--- src/rtl/io_reg_pkg.sv ---
// Shared constants and helpers for the I/O register bank.
// Parameter limits are checked at elaboration by the bank top.
package io_reg_pkg;

  localparam int MAX_WIDTH       = 32;
  localparam int MAX_SYNC_STAGES = 3;
  localparam int MIN_FILTER_LEN  = 1;
  localparam int MAX_FILTER_LEN  = 255;

  function automatic int clog2(input int value);
    int res;
    res = 0;
    while ((1 << res) < value) res++;
    return res;
  endfunction

  function automatic bit params_ok(input int width, input int sync_stages, input int filter_len);
    return (width >= 1) && (width <= MAX_WIDTH) &&
           (sync_stages >= 0) && (sync_stages <= MAX_SYNC_STAGES) &&
           (filter_len >= MIN_FILTER_LEN) && (filter_len <= MAX_FILTER_LEN);
  endfunction

endpackage

--- src/rtl/io_reg_bank_if.sv ---
// Pad/core signal bundle of the I/O register bank.
// master drives pads and core controls; slave is the register bank.
interface io_reg_bank_if #(
  parameter int WIDTH = 8
);
  logic             sync_clr;
  logic [WIDTH-1:0] pad_in;
  logic [WIDTH-1:0] in_sel;
  logic             in_en;
  logic [WIDTH-1:0] data_in;
  logic [WIDTH-1:0] rise;
  logic [WIDTH-1:0] fall;
  logic [WIDTH-1:0] core_out;
  logic [WIDTH-1:0] core_oe;
  logic             out_en;
  logic [WIDTH-1:0] out_sel;
  logic [WIDTH-1:0] pad_out;
  logic [WIDTH-1:0] pad_oe;

  modport master (
    output sync_clr, pad_in, in_sel, in_en, core_out, core_oe, out_en, out_sel,
    input  data_in, rise, fall, pad_out, pad_oe
  );

  modport slave (
    input  sync_clr, pad_in, in_sel, in_en, core_out, core_oe, out_en, out_sel,
    output data_in, rise, fall, pad_out, pad_oe
  );
endinterface

--- src/rtl/io_filter_chan.sv ---
// One input channel: synchroniser, stability filter and registered edge pulses.
// Accepts a new value after FILTER_LEN consecutive mismatching cycles at the synchroniser output.
module io_filter_chan
  import io_reg_pkg::*;
#(
  parameter int   SYNC_STAGES = 2,
  parameter int   FILTER_LEN  = 4,
  parameter logic RST_BIT     = 1'b0
) (
  input  logic CLK,
  input  logic rst,
  input  logic i_sync_clr,
  input  logic i_in_en,
  input  logic i_pad,
  output logic o_filt,
  output logic o_rise,
  output logic o_fall
);

  localparam int            CW     = clog2(FILTER_LEN + 1);
  localparam logic [CW-1:0] C_LAST = CW'(FILTER_LEN - 1);

  logic          w_s;
  logic          r_filt;
  logic [CW-1:0] r_cnt;
  logic          r_rise;
  logic          r_fall;

  if (SYNC_STAGES == 0) begin : g_nosync
    assign w_s = i_pad;
  end else begin : g_sync
    logic [SYNC_STAGES-1:0] r_sync;

    always_ff @(posedge CLK or posedge rst) begin
      if (rst) begin
        r_sync <= {SYNC_STAGES{RST_BIT}};
      end else if (i_sync_clr) begin
        r_sync <= {SYNC_STAGES{RST_BIT}};
      end else begin
        r_sync[0] <= i_pad;
        for (int k = 1; k < SYNC_STAGES; k++) r_sync[k] <= r_sync[k-1];
      end
    end

    assign w_s = r_sync[SYNC_STAGES-1];
  end

  // Any cycle where the input matches the accepted value restarts the stability count.
  always_ff @(posedge CLK or posedge rst) begin
    if (rst) begin
      r_filt <= RST_BIT;
      r_cnt  <= '0;
      r_rise <= 1'b0;
      r_fall <= 1'b0;
    end else if (i_sync_clr) begin
      r_filt <= RST_BIT;
      r_cnt  <= '0;
      r_rise <= 1'b0;
      r_fall <= 1'b0;
    end else begin
      r_rise <= 1'b0;
      r_fall <= 1'b0;
      if (i_in_en) begin
        if (w_s == r_filt) begin
          r_cnt <= '0;
        end else if (r_cnt == C_LAST) begin
          r_filt <= w_s;
          r_cnt  <= '0;
          r_rise <= w_s;
          r_fall <= ~w_s;
        end else begin
          r_cnt <= r_cnt + CW'(1);
        end
      end
    end
  end

  assign o_filt = r_filt;
  assign o_rise = r_rise;
  assign o_fall = r_fall;

endmodule

--- src/rtl/io_reg_bank.sv ---
// Multi-channel pad register bank: filtered inputs with edge pulses, registered outputs/OEs.
// Per-channel select bits bypass either path combinationally, like the single-bit pad cells.
module io_reg_bank
  import io_reg_pkg::*;
#(
  parameter int               WIDTH       = 8,
  parameter int               SYNC_STAGES = 2,
  parameter int               FILTER_LEN  = 4,
  parameter logic [WIDTH-1:0] RST_VAL     = {WIDTH{1'b0}}
) (
  input  logic         CLK,
  input  logic         rst,
  io_reg_bank_if.slave bus
);

  localparam bit PARAMS_OK = params_ok(WIDTH, SYNC_STAGES, FILTER_LEN);

  if (!PARAMS_OK) begin : g_param_err
    $error("io_reg_bank: WIDTH must be 1..32, SYNC_STAGES 0..3, FILTER_LEN 1..255");
  end

  logic [WIDTH-1:0] w_filt;
  logic [WIDTH-1:0] w_rise;
  logic [WIDTH-1:0] w_fall;
  logic [WIDTH-1:0] r_out_q;
  logic [WIDTH-1:0] r_oe_q;

  for (genvar g = 0; g < WIDTH; g++) begin : g_chan
    io_filter_chan #(
      .SYNC_STAGES (SYNC_STAGES),
      .FILTER_LEN  (FILTER_LEN),
      .RST_BIT     (RST_VAL[g])
    ) u_chan (
      .CLK        (CLK),
      .rst        (rst),
      .i_sync_clr (bus.sync_clr),
      .i_in_en    (bus.in_en),
      .i_pad      (bus.pad_in[g]),
      .o_filt     (w_filt[g]),
      .o_rise     (w_rise[g]),
      .o_fall     (w_fall[g])
    );
  end

  // OE resets low so the pads come out of reset tri-stated.
  always_ff @(posedge CLK or posedge rst) begin
    if (rst) begin
      r_out_q <= RST_VAL;
      r_oe_q  <= '0;
    end else if (bus.sync_clr) begin
      r_out_q <= RST_VAL;
      r_oe_q  <= '0;
    end else if (bus.out_en) begin
      r_out_q <= bus.core_out;
      r_oe_q  <= bus.core_oe;
    end
  end

  assign bus.data_in = (bus.in_sel & bus.pad_in) | (~bus.in_sel & w_filt);
  assign bus.rise    = w_rise;
  assign bus.fall    = w_fall;
  assign bus.pad_out = (bus.out_sel & bus.core_out) | (~bus.out_sel & r_out_q);
  assign bus.pad_oe  = (bus.out_sel & bus.core_oe) | (~bus.out_sel & r_oe_q);

endmodule

--- src/flat_wrapper.sv ---
// flat-port wrapper written by rule: the top's interface ports become plain ports
module io_reg_bank_flat import io_reg_pkg::*;
#(
  parameter int               WIDTH       = 8,
  parameter int               SYNC_STAGES = 2,
  parameter int               FILTER_LEN  = 4,
  parameter logic [WIDTH-1:0] RST_VAL     = {WIDTH{1'b0}}
)
  (CLK, rst, bus_sync_clr, bus_pad_in, bus_in_sel, bus_in_en, bus_core_out, bus_core_oe, bus_out_en, bus_out_sel, bus_data_in, bus_rise, bus_fall, bus_pad_out, bus_pad_oe);
  io_reg_bank_if #(.WIDTH(WIDTH)) bus_i ();
  input  logic CLK;
  input  logic rst;
  input wire logic [$bits(bus_i.sync_clr)-1:0] bus_sync_clr;
  input wire logic [$bits(bus_i.pad_in)-1:0] bus_pad_in;
  input wire logic [$bits(bus_i.in_sel)-1:0] bus_in_sel;
  input wire logic [$bits(bus_i.in_en)-1:0] bus_in_en;
  input wire logic [$bits(bus_i.core_out)-1:0] bus_core_out;
  input wire logic [$bits(bus_i.core_oe)-1:0] bus_core_oe;
  input wire logic [$bits(bus_i.out_en)-1:0] bus_out_en;
  input wire logic [$bits(bus_i.out_sel)-1:0] bus_out_sel;
  output wire logic [$bits(bus_i.data_in)-1:0] bus_data_in;
  output wire logic [$bits(bus_i.rise)-1:0] bus_rise;
  output wire logic [$bits(bus_i.fall)-1:0] bus_fall;
  output wire logic [$bits(bus_i.pad_out)-1:0] bus_pad_out;
  output wire logic [$bits(bus_i.pad_oe)-1:0] bus_pad_oe;
  assign bus_i.sync_clr = bus_sync_clr;
  assign bus_i.pad_in = bus_pad_in;
  assign bus_i.in_sel = bus_in_sel;
  assign bus_i.in_en = bus_in_en;
  assign bus_i.core_out = bus_core_out;
  assign bus_i.core_oe = bus_core_oe;
  assign bus_i.out_en = bus_out_en;
  assign bus_i.out_sel = bus_out_sel;
  assign bus_data_in = bus_i.data_in;
  assign bus_rise = bus_i.rise;
  assign bus_fall = bus_i.fall;
  assign bus_pad_out = bus_i.pad_out;
  assign bus_pad_oe = bus_i.pad_oe;
  io_reg_bank #(.WIDTH(WIDTH), .SYNC_STAGES(SYNC_STAGES), .FILTER_LEN(FILTER_LEN), .RST_VAL(RST_VAL)) u_core (.CLK(CLK), .rst(rst), .bus(bus_i));
endmodule
--- config.mk ---
export PLATFORM = sky130hd
export DESIGN_NAME = io_reg_bank_flat
export DESIGN_NICKNAME = d
export VERILOG_FILES = /design/src/rtl/io_reg_pkg.sv /design/src/rtl/io_reg_bank_if.sv /design/src/rtl/io_filter_chan.sv /design/src/rtl/io_reg_bank.sv /design/src/flat_wrapper.sv
export SDC_FILE = /design/constraint.sdc
export NUM_CORES = 1
export LEC_CHECK = 0
export ABC_CLOCK_PERIOD_IN_PS = 4900
export CAP_MARGIN = 20
export CORE_AREA = 8 8 112 114
export CTS_CLUSTER_SIZE = 24
export DETAILED_ROUTE_END_ITERATION = 12
export DIE_AREA = 0 0 120 122
export PLACE_DENSITY_LB_ADDON = 0.08
export RECOVER_POWER = 50
export SETUP_SLACK_MARGIN = 0.3
export SYNTH_ARGS = -nofsm -noshare
export SYNTH_HDL_FRONTEND = slang
export SYNTH_SLANG_ARGS = --single-unit
export TNS_END_PERCENT = 100
--- constraint.sdc ---
create_clock -name CLK -period 4.9 [get_ports CLK]
set_input_delay 0.98 -clock CLK [delete_from_list [all_inputs] [get_ports CLK]]
set_output_delay 0.98 -clock CLK [all_outputs]
set_load 0.02 [all_outputs]
==> impl_metrics.py, run 1 <==
metrics = {
    "run_status": {
        "status": "complete, but fails checks",
        "violations": "capacitance limit, slew limit",
    },
    "clocking": {
        "post_cts_buffers": 0,
        "cts_sinks": 80,
        "clkTransAtPathRegs_ns": 0.07,
        "clock_latency_ns": 0.35,
        "cts_tree": "done",
        "root_buffer": "clkbuf_8",
        "ctsLongestPathBuffers": 2,
        "postCtsHoldBufs": 0,
        "htreeDepth": 3,
        "ctsResizeCount": 0,
        "cts_buffers": 9,
    },
    "synthesis": {
        "synth.most_common_cell": "dfrtp_1",
        "yosys-top-cells-count": "dfrtp_1 (80), mux2_2 (31), nor2_1 (25), mux2i_1 (24), buf_4 (17)",
        "synth-seq-cells": 80,
        "yosys.area.top_type": "dfrtp_1",
        "synth_area_um2": 3710,
        "synth_edf_count": 0,
        "synth_top_area_share_pct": 54.0,
        "synthesis.instances": 298,
        "synth_ff_type": "dfrtp_1",
        "seq_area_frac_synth_pct": 54.0,
        "synth_area_leaders": "dfrtp_1 (54%), mux2_2 (9.4%), mux2i_1 (6.5%), buf_4 (3.4%), ha_1 (2.7%)",
        "yosys_warnings": 0,
        "syn-num-nets": 351,
        "synth_cell_types": 24,
        "synthArstFlopShare_pct": 100,
        "syn_area_per_cell_um2": 12.4,
    },
    "detailed_routing": {
        "dr_total_vias": 2382,
        "drcViolationCount": 0,
        "wl_per_cell_um": 15.0,
        "vias_per_cell": 4.67,
        "drt-initial-drc-count": 78,
        "ant_nets": 0,
        "firstDrtPassIters": 4,
        "finalWirelength_um": 7660,
    },
    "setup_path": {
        "required_ns": 5.13,
        "reg2reg_slack_ns": 3.56,
        "setup.worst_path.start_class": "primary input",
        "critPathArrivalTime_ns": 4.01,
        "crit_type": "in2reg",
        "crit_fanout": 50,
        "endpoint_kind": "flip-flop",
    },
    "place": {
        "detailed_place_hpwl_um": 5150,
        "port_buffers": 84,
        "place_area_um2": 4540,
        "gp_congestion": 0.673,
    },
    "sta": {
        "drv_slew": 101,
        "slew_headroom_pct": -55.0,
        "min_period_over_period_pct": 77.1,
        "fin_crit_ns": 3.78,
        "fin_skew_ns": 0.00570,
        "finalSetupTns_ns": 0,
        "worst_slew_pin_slew_ns": 2.32,
        "setup-violations-final": 0,
        "rsz0062_at_grt": "false",
        "hold_viol": 0,
        "fmax_ghz": 0.265,
    },
    "pwr": {
        "ir_drop_mv": 0.138,
        "leakage_nw": 2.16,
        "power_density_nw_per_um2": 269,
    },
    "grt": {
        "top_usage_layer": "met2",
        "use_met1_pct": 12.2,
        "overflow": 0,
        "antenna_found_initial": 0,
        "grt_use_met3_pct": 4.77,
        "met2_usage_pct": 18.9,
        "grt_max_degree": 51,
        "grt_pass1_vias": 2566,
        "grt_pass1_wl_um": 12800,
        "grt_usage_pct": 11.1,
    },
    "die": {
        "pin_count": 85,
        "initial_utilization_pct": 34.6,
        "core-area_um2": 10700,
        "rows": 38,
        "dieArea_um2": 14600,
        "die_h_um": 122,
        "die-width_um": 120,
    },
    "min_path": {
        "hp-class": "reg2reg",
    },
    "finish": {
        "num_antenna_cells": 0,
        "drive_above_1_share_pct": 13.8,
        "nets": 421,
        "syn_to_final_growth_pct": 27.0,
        "finish.instance_area_um2": 4710,
    },
    "run": {
        "maxCapViolations": 2,
    },
}
-- critical path: stages --
cell      delay [ns]
buf_2           0.08
clkbuf_1        1.65
nor2_1          0.77
mux2_2          0.51
-- cell families (layout without fill, tap and decap cells) --
kind of cell	Yosys count	in the layout	share of synthesized area, %
AOI/OAI and AO/OA	17	17	3.07
xor gates and xnor gates	8	8	1.89
adders and majority gates	8	8	2.70
buffers and inverters	38	110	6.31
DFF	80	80	54.0
muxes	55	55	15.9
and+or+nand+nor	92	92	16.1
-- sequential cells by signal (all words and copies together) (netlist names) --
| register | flops |
|---|---|
| u_core.g_chan.u_chan.g_sync.r_sync | 16 |
| u_core.g_chan.u_chan.o_fall | 8 |
| u_core.g_chan.u_chan.o_filt | 8 |
| u_core.g_chan.u_chan.o_rise | 8 |
| u_core.g_chan.u_chan.r_cnt | 24 |
| u_core.r_oe_q | 8 |
| u_core.r_out_q | 8 |
-- cell type report --
type	instances	area [µm²]
sequential	80	2000
tap	140	175
multi-input combinational	180	1470
fill	1018	5990
clock inverter	1	5.00
inverter	9	35.0
clock buffer	12	155
timing repair buffer	88	863
-- power by group --
part	total (mW)	switching (mW)	leakage, nW	internal [mW]
Combinational	0.162	0.0764	0.980	0.0858
Sequential	0.684	0.00881	1.09	0.675
Clock	0.418	0.215	0.0842	0.203
Total	1.26	0.301	2.16	0.964
-- cell usage in the layout, fill, tap and decap left out --
cell | synthesis | routed
a21o_1 | 1 | 1
a21oi_1 | 1 | 1
a22o_1 | 7 | 7
and3b_1 | 8 | 8
buf_2 | 4 | 1
buf_8 | 0 | 1
clkbuf_1 | 5 | 3
clkbuf_2 | 0 | 1
clkbuf_8 | 0 | 11
clkdlybuf4s50_1 | 0 | 81
clkinv_2 | 0 | 1
clkinvlp_2 | 0 | 1
dfrtp_1 | 80 | 80
dlygate4sd3_1 | 0 | 2
ha_1 | 8 | 8
inv_1 | 9 | 8
mux2_2 | 31 | 31
mux2i_1 | 24 | 24
nand2b_1 | 10 | 10
nand3b_1 | 9 | 9
nor2_1 | 25 | 25
nor2b_1 | 16 | 16
nor3b_1 | 4 | 4
nor3b_2 | 3 | 3
nor4_1 | 8 | 8
nor4b_1 | 8 | 8
nor4b_2 | 1 | 1
o21ai_0 | 8 | 8
xnor2_1 | 8 | 8
-- final timing paths --
path / from / endpoint / cells after the start
worst max-delay path: bus_sync_clr / u_core.g_chan[1].u_chan.r_cnt[0] / 4
worst min-delay path: u_core.g_chan[3].u_chan.g_sync.r_sync[0] / u_core.g_chan[3].u_chan.g_sync.r_sync[1] / 1
worst max register to register: u_core.g_chan[7].u_chan.r_cnt[0] / u_core.g_chan[7].u_chan.r_cnt[0] / 4
worst min register to register: u_core.g_chan[3].u_chan.g_sync.r_sync[0] / u_core.g_chan[3].u_chan.g_sync.r_sync[1] / 1
max in group asynchronous: rst / u_core.g_chan[6].u_chan.o_fall / 3
min in group asynchronous: rst / u_core.g_chan[3].u_chan.g_sync.r_sync[0] / 2
-- metal layers --
layer | up-vias | part of all wire [%]
li1 | 1147 | -
met1 | 1181 | 44
met3 | 7 | 5.1
met2 | 47 | 50
met4 | 0 | 1.2
met5 | - | 0
-- through the flow --
stage	worst slack, ns	power (mW)	utilization [%]	hold WS (ns)	std cells
floorplan	1.87	0.781	-	0.439	298
global placement	1.54	0.860	42.4	0.441	496
detailed placement	1.54	0.862	42.4	0.448	496
CTS	1.54	1.30	43.9	0.466	509
global route	0.791	1.34	44.0	0.501	510
finish	1.12	1.26	44.0	0.460	510
Note: power is estimated with default switching activity, not from simulation.
==> inputs of run 2 (changes only) <==
--- a/config.mk
+++ b/config.mk
@@ -5,7 +5,7 @@
 export SDC_FILE = /design/constraint.sdc
 export NUM_CORES = 1
 export LEC_CHECK = 0
-export ABC_CLOCK_PERIOD_IN_PS = 4900
+export ABC_CLOCK_PERIOD_IN_PS = 3400
 export CAP_MARGIN = 20
 export CORE_AREA = 8 8 112 114
 export CTS_CLUSTER_SIZE = 24
==> constraint.sdc (replaced) <==
create_clock -name CLK -period 3.4 [get_ports CLK]
set_input_delay 0.68 -clock CLK [delete_from_list [all_inputs] [get_ports CLK]]
set_output_delay 0.68 -clock CLK [all_outputs]
set_load 0.02 [all_outputs]
==> run 2 against run 1 <==
Compared with the run above: the flow still finishes with violations (capacitance limit, slew limit); sequential cell count unchanged; largest power group unchanged; highest routed layer unchanged; critical endpoint is now bus_pad_oe[5]; non-clock buffer count increased by 1; first-iteration DRC count decreased by 21%; clock skew increased by 0.0033 ns.
==> impl_metrics.py, run 2 (synthesis results as in run 1) <==
metrics = {
    "run_status": {
        "status": "complete, but fails checks",
        "violations": "capacitance limit, slew limit",
    },
    "clocking": {
        "postCtsHoldBufs": 0,
        "root_buffer": "clkbuf_8",
        "cts_buffers": 9,
        "clkTransAtPathRegs_ns": 0.08,
        "clock_latency_ns": 0.34,
        "ctsLongestPathBuffers": 2,
        "cts_tree": "done",
        "cts_sinks": 80,
        "post_cts_buffers": 0,
        "htreeDepth": 3,
        "ctsResizeCount": 0,
    },
    "sta": {
        "setup_ws_ns": 0.634,
        "drv_slew": 41,
        "fin_crit_ns": 2.77,
        "slew_headroom_pct": -22.9,
        "setup-violations-final": 0,
        "worst_slew_pin_slew_ns": 1.83,
        "fin_skew_ns": 0.00904,
        "min_period_over_period_pct": 81.3,
        "finalSetupTns_ns": 0,
        "rsz0062_at_grt": "false",
        "fmax_ghz": 0.362,
        "hold_viol": 0,
    },
    "grt": {
        "grt_max_degree": 51,
        "overflow": 0,
        "grt_pass1_wl_um": 12500,
        "grt_pass1_vias": 2581,
        "antenna_found_initial": 0,
        "grt_usage_pct": 10.7,
    },
    "die": {
        "core-area_um2": 10700,
        "pin_count": 85,
        "dieArea_um2": 14600,
        "die-width_um": 120,
        "rows": 38,
        "initial_utilization_pct": 34.6,
        "die_h_um": 122,
    },
    "detailed_routing": {
        "ant_nets": 0,
        "vias_per_cell": 4.53,
        "drt-initial-drc-count": 62,
        "firstDrtPassIters": 4,
        "finalWirelength_um": 7560,
        "drcViolationCount": 0,
        "wl_per_cell_um": 14.7,
        "dr_total_vias": 2328,
    },
    "finish": {
        "top_regs": "u_core.g_chan.u_chan.r_cnt (24), u_core.g_chan.u_chan.g_sync.r_sync (16)",
        "multiInputGateArea_um2": 1470,
        "drive_above_1_share_pct": 14.7,
        "layout_common_cells": "clkdlybuf4s50_1 (80), dfrtp_1 (80), mux2_2 (31)",
        "largest_reg_flops": 24,
        "num_antenna_cells": 0,
        "fillers": 1031,
        "syn_to_final_growth_pct": 29.0,
        "seq_area_um2": 2000,
        "top_register": "u_core.g_chan.u_chan.r_cnt",
        "nets": 422,
        "final_cell_count_no_fill": 514,
        "post-route-util_pct": 44.7,
    },
    "min_path": {
        "hold_path_depth": 1,
        "hp-class": "reg2reg",
    },
    "setup_path": {
        "critPathArrivalTime_ns": 2.09,
        "required_ns": 2.72,
        "setup.worst_path.start_class": "primary input",
        "worstRegToRegCells": 4,
        "crit_fanout": 2,
        "endpoint_kind": "output port",
        "crit_type": "in2out",
    },
    "place": {
        "place_ws_ns": 0.634,
        "port_buffers": 84,
        "dp.cells": 498,
        "detailed_place_hpwl_um": 5170,
        "gp_congestion": 0.691,
    },
    "pwr": {
        "power_density_nw_per_um2": 407,
        "leakage_nw": 2.19,
        "ir_drop_mv": 0.182,
    },
    "run": {
        "maxCapViolations": 1,
    },
}
==> run 2: changes by cell type in the layout (fill, tap and decap cells not counted) <==
cell,delta
buf_12,+2
buf_4,+1
buf_8,-1
bufinv_16,+1
clkbuf_2,-1
clkdlybuf4s50_1,-1
clkinvlp_4,+1
dlygate4sd3_1,+1
inv_6,+1
==> run 2: path summary, 6_finish.rpt <==
| path | slack [ns] | endpoint | from |
|---|---|---|---|
| hold reg to reg | 0.46 | u_core.g_chan[7].u_chan.g_sync.r_sync[1] | u_core.g_chan[7].u_chan.g_sync.r_sync[0] |
| max in group asynchronous | 1.30 | u_core.r_oe_q[2] | rst |
| min in group asynchronous | 1.24 | u_core.g_chan[4].u_chan.g_sync.r_sync[0] | rst |
| hold / removal | 0.46 | u_core.g_chan[7].u_chan.g_sync.r_sync[1] | u_core.g_chan[7].u_chan.g_sync.r_sync[0] |
| setup / recovery | 0.63 | bus_pad_oe[5] | bus_out_sel[5] |
| setup reg to reg | 2.11 | u_core.g_chan[2].u_chan.r_cnt[0] | u_core.g_chan[2].u_chan.r_cnt[0] |
==> run 2: routing by layer <==
metal  vias up  share of wire, %  GRT usage [%]
met5         -                 0              0
met4         0               1.1           3.28
met3         7               4.7           3.98
met2        41                50           17.9
met1      1123                45           12.6
li1       1157                 -              -
==> run 2: metrics by stage <==
step                      power [mW]  area [µm²]  hold slack (ns)
after floorplan                 1.12        3710            0.439
after global placement          1.24        4580            0.442
after detailed placement        1.25        4580            0.446
after CTS                       1.99        4790            0.465
after global routing            2.04        4780            0.494
final                           1.94        4780            0.463
==> run 2: cell type report <==
| class | count | share of cell area [%] |
|---|---|---|
| clock buffers | 12 | 3.25 |
| clock inverters | 4 | 1.07 |
| inverters | 9 | 0.733 |
| multi-input cells | 180 | 30.8 |
| flip-flops and latches | 80 | 41.9 |
| well taps | 140 | 3.66 |
| repair buffers | 89 | 18.6 |
==> run 2: critical path: stages <==
cell             delay, ns
clkdlybuf4s50_1       0.51
mux2_2                0.35
clkdlybuf4s50_1       0.54
==> run 2: power by group <==
part | internal, mW | switching, mW
combinational | 0.126 | 0.110
sequential | 0.972 | 0.0124
clock | 0.381 | 0.342
total | 1.48 | 0.465
==> inputs of run 3 (changes only) <==
--- a/config.mk
+++ b/config.mk
@@ -5,7 +5,7 @@
 export SDC_FILE = /design/constraint.sdc
 export NUM_CORES = 1
 export LEC_CHECK = 0
-export ABC_CLOCK_PERIOD_IN_PS = 3400
+export ABC_CLOCK_PERIOD_IN_PS = 2700
 export CAP_MARGIN = 20
 export CORE_AREA = 8 8 112 114
 export CTS_CLUSTER_SIZE = 24
==> constraint.sdc (replaced) <==
create_clock -name CLK -period 2.7 [get_ports CLK]
set_input_delay 0.54 -clock CLK [delete_from_list [all_inputs] [get_ports CLK]]
set_output_delay 0.54 -clock CLK [all_outputs]
set_load 0.02 [all_outputs]
==> run 3 against run 2 <==
Compared with the run above: the run now ends clean; global-route usage is essentially flat; core utilization is 0.49 points lower; first-iteration DRC count up 44%; die area unchanged; critical path depth unchanged; sequential cell count unchanged; combinational power rose by 17%; largest power group unchanged; design area fell by 1.1%; via count increased by 2.8%; total power up 22%; register-to-register slack lost 0.71 ns; non-clock buffer count grew 3.
==> impl_metrics.py, run 3 (synthesis results as in run 1) <==
metrics = {
    "setup_path": {
        "reg2reg_slack_ns": 1.40,
        "crit_chain": "clkdlybuf4s50_1, mux2_2, dlygate4sd2_1",
        "endpoint_kind": "output port",
        "required_ns": 2.16,
        "critPathMaxStageDelay_ns": 0.52,
        "critPathArrivalTime_ns": 1.72,
        "setup.worst_path.start_class": "primary input",
        "crit_family": "buffers and inverters",
        "crit_fanout": 2,
        "path_buf_inv": 2,
        "crit_slowest_cell": "clkdlybuf4s50_1",
        "crit_type": "in2out",
    },
    "grt": {
        "grt_pass1_wl_um": 12500,
        "overflow": 0,
        "grt_usage_pct": 10.7,
        "antenna_found_initial": 0,
        "grt_pass1_vias": 2528,
        "grt_max_degree": 50,
    },
    "clocking": {
        "cts_buffers": 9,
        "clock_latency_ns": 0.34,
        "cts_sinks": 80,
        "ctsLongestPathBuffers": 2,
        "clkTransAtPathRegs_ns": 0.07,
        "cts_tree": "done",
        "htreeDepth": 3,
        "post_cts_buffers": 0,
        "root_buffer": "clkbuf_8",
    },
    "place": {
        "dp.cells": 501,
        "port_buffers": 84,
        "place_ws_ns": 0.222,
        "gp_congestion": 0.681,
        "place_area_um2": 4610,
        "detailed_place_hpwl_um": 5510,
    },
    "detailed_routing": {
        "dr_total_vias": 2393,
        "drt-initial-drc-count": 89,
        "ant_nets": 0,
        "drcViolationCount": 0,
        "finalWirelength_um": 7510,
        "vias_per_cell": 4.64,
        "firstDrtPassIters": 4,
        "wl_per_cell_um": 14.5,
    },
    "pwr": {
        "intPower_mw": 1.81,
        "p_switching_mw": 0.553,
        "p_comb_share_pct": 11.7,
        "power.share.clock_pct": 35.8,
        "leakage_nw": 2.25,
        "seqPwrFrac_pct": 52.5,
        "power_density_nw_per_um2": 500,
        "ir_drop_mv": 0.293,
        "power.share.switching_pct": 23.4,
    },
    "finish": {
        "largest_reg_flops": 24,
        "drive_above_1_share_pct": 15.2,
        "layout_common_cells": "dfrtp_1 (80), clkdlybuf4s50_1 (58), mux2_2 (31)",
        "nets": 425,
        "top_register": "u_core.g_chan.u_chan.r_cnt",
        "syn_to_final_growth_pct": 27.5,
        "final_cell_count_no_fill": 516,
        "final_common_cell": "dfrtp_1",
        "num_antenna_cells": 0,
        "finish.instance_area_um2": 4730,
        "top_regs": "u_core.g_chan.u_chan.r_cnt (24), u_core.g_chan.u_chan.g_sync.r_sync (16)",
        "fillers": 1069,
    },
    "die": {
        "initial_utilization_pct": 34.6,
        "rows": 38,
        "dieArea_um2": 14600,
        "core-area_um2": 10700,
        "die-width_um": 120,
        "die_h_um": 122,
        "pin_count": 85,
    },
    "sta": {
        "hold_viol": 0,
        "slew_headroom_pct": 27.9,
        "rsz0062_at_grt": "false",
        "worst_slew_pin_slew_ns": 1.08,
        "holdWs_ns": 0.462,
        "fin_skew_ns": 0.00938,
        "finalSetupTns_ns": 0,
        "fin_crit_ns": 2.26,
        "drv_slew": 0,
        "setup_ws_ns": 0.436,
        "setup-violations-final": 0,
        "fmax_ghz": 0.442,
        "min_period_over_period_pct": 83.9,
    },
    "run": {
        "maxCapViolations": 0,
    },
    "run_status": {
        "status": "finished clean",
    },
    "min_path": {
        "hp-class": "reg2reg",
    },
}
## run 3: layer usage
metal | track usage (%) | up-vias | part of all wire [%]
li1 | - | 1159 | -
met2 | 17.7 | 46 | 50
met1 | 12.5 | 1181 | 43
met5 | 0 | - | 0
met3 | 4.07 | 7 | 5.9
met4 | 3.51 | 0 | 1.2
## run 3: worst paths after layout
| path | startpoint | endpoint | depth (start not counted) |
|---|---|---|---|
| worst max-delay path | bus_out_sel[6] | bus_pad_out[6] | 3 |
| worst min-delay path | u_core.g_chan[6].u_chan.g_sync.r_sync[0] | u_core.g_chan[6].u_chan.g_sync.r_sync[1] | 1 |
| worst max register to register | u_core.g_chan[7].u_chan.r_cnt[0] | u_core.g_chan[7].u_chan.r_cnt[0] | 4 |
| worst min register to register | u_core.g_chan[6].u_chan.g_sync.r_sync[0] | u_core.g_chan[6].u_chan.g_sync.r_sync[1] | 1 |
| max in group asynchronous | rst | u_core.g_chan[5].u_chan.o_rise | 3 |
| min in group asynchronous | rst | u_core.g_chan[7].u_chan.r_cnt[1] | 2 |
## run 3: area by class of cell
class,instances,area [µm²],area share (%)
clock buffer,12,145,3.07
clock inverter,3,42.5,0.900
inverter,9,35.0,0.741
multi-input combinational,180,1470,31.1
sequential,80,2000,42.4
tap,140,175,3.71
timing repair buffer,92,857,18.1
## run 3: power by group through the flow
stage / clock [mW] / combinational (mW) / sequential (mW)
global route: 0.933 / 0.306 / 1.24
floorplan: 0 / 0.158 / 1.26
finish: 0.846 / 0.277 / 1.24
CTS: 0.889 / 0.292 / 1.24
global placement: 0 / 0.308 / 1.26
detailed placement: 0 / 0.311 / 1.26
## run 3: repair_timing
action                                  in CTS  in global routing
hold buffers                                 0                  0
resized for setup                           24                  0
endpoints found under the setup margin      24                  0
## run 3: metrics by stage
stage          power, mW  util (%)
6_report            2.36      44.2
5_1_grt             2.48      44.2
4_1_cts             2.42      44.5
3_5_place_dp        1.57      43.1
3_3_place_gp        1.57      43.1
2_1_floorplan       1.42         -
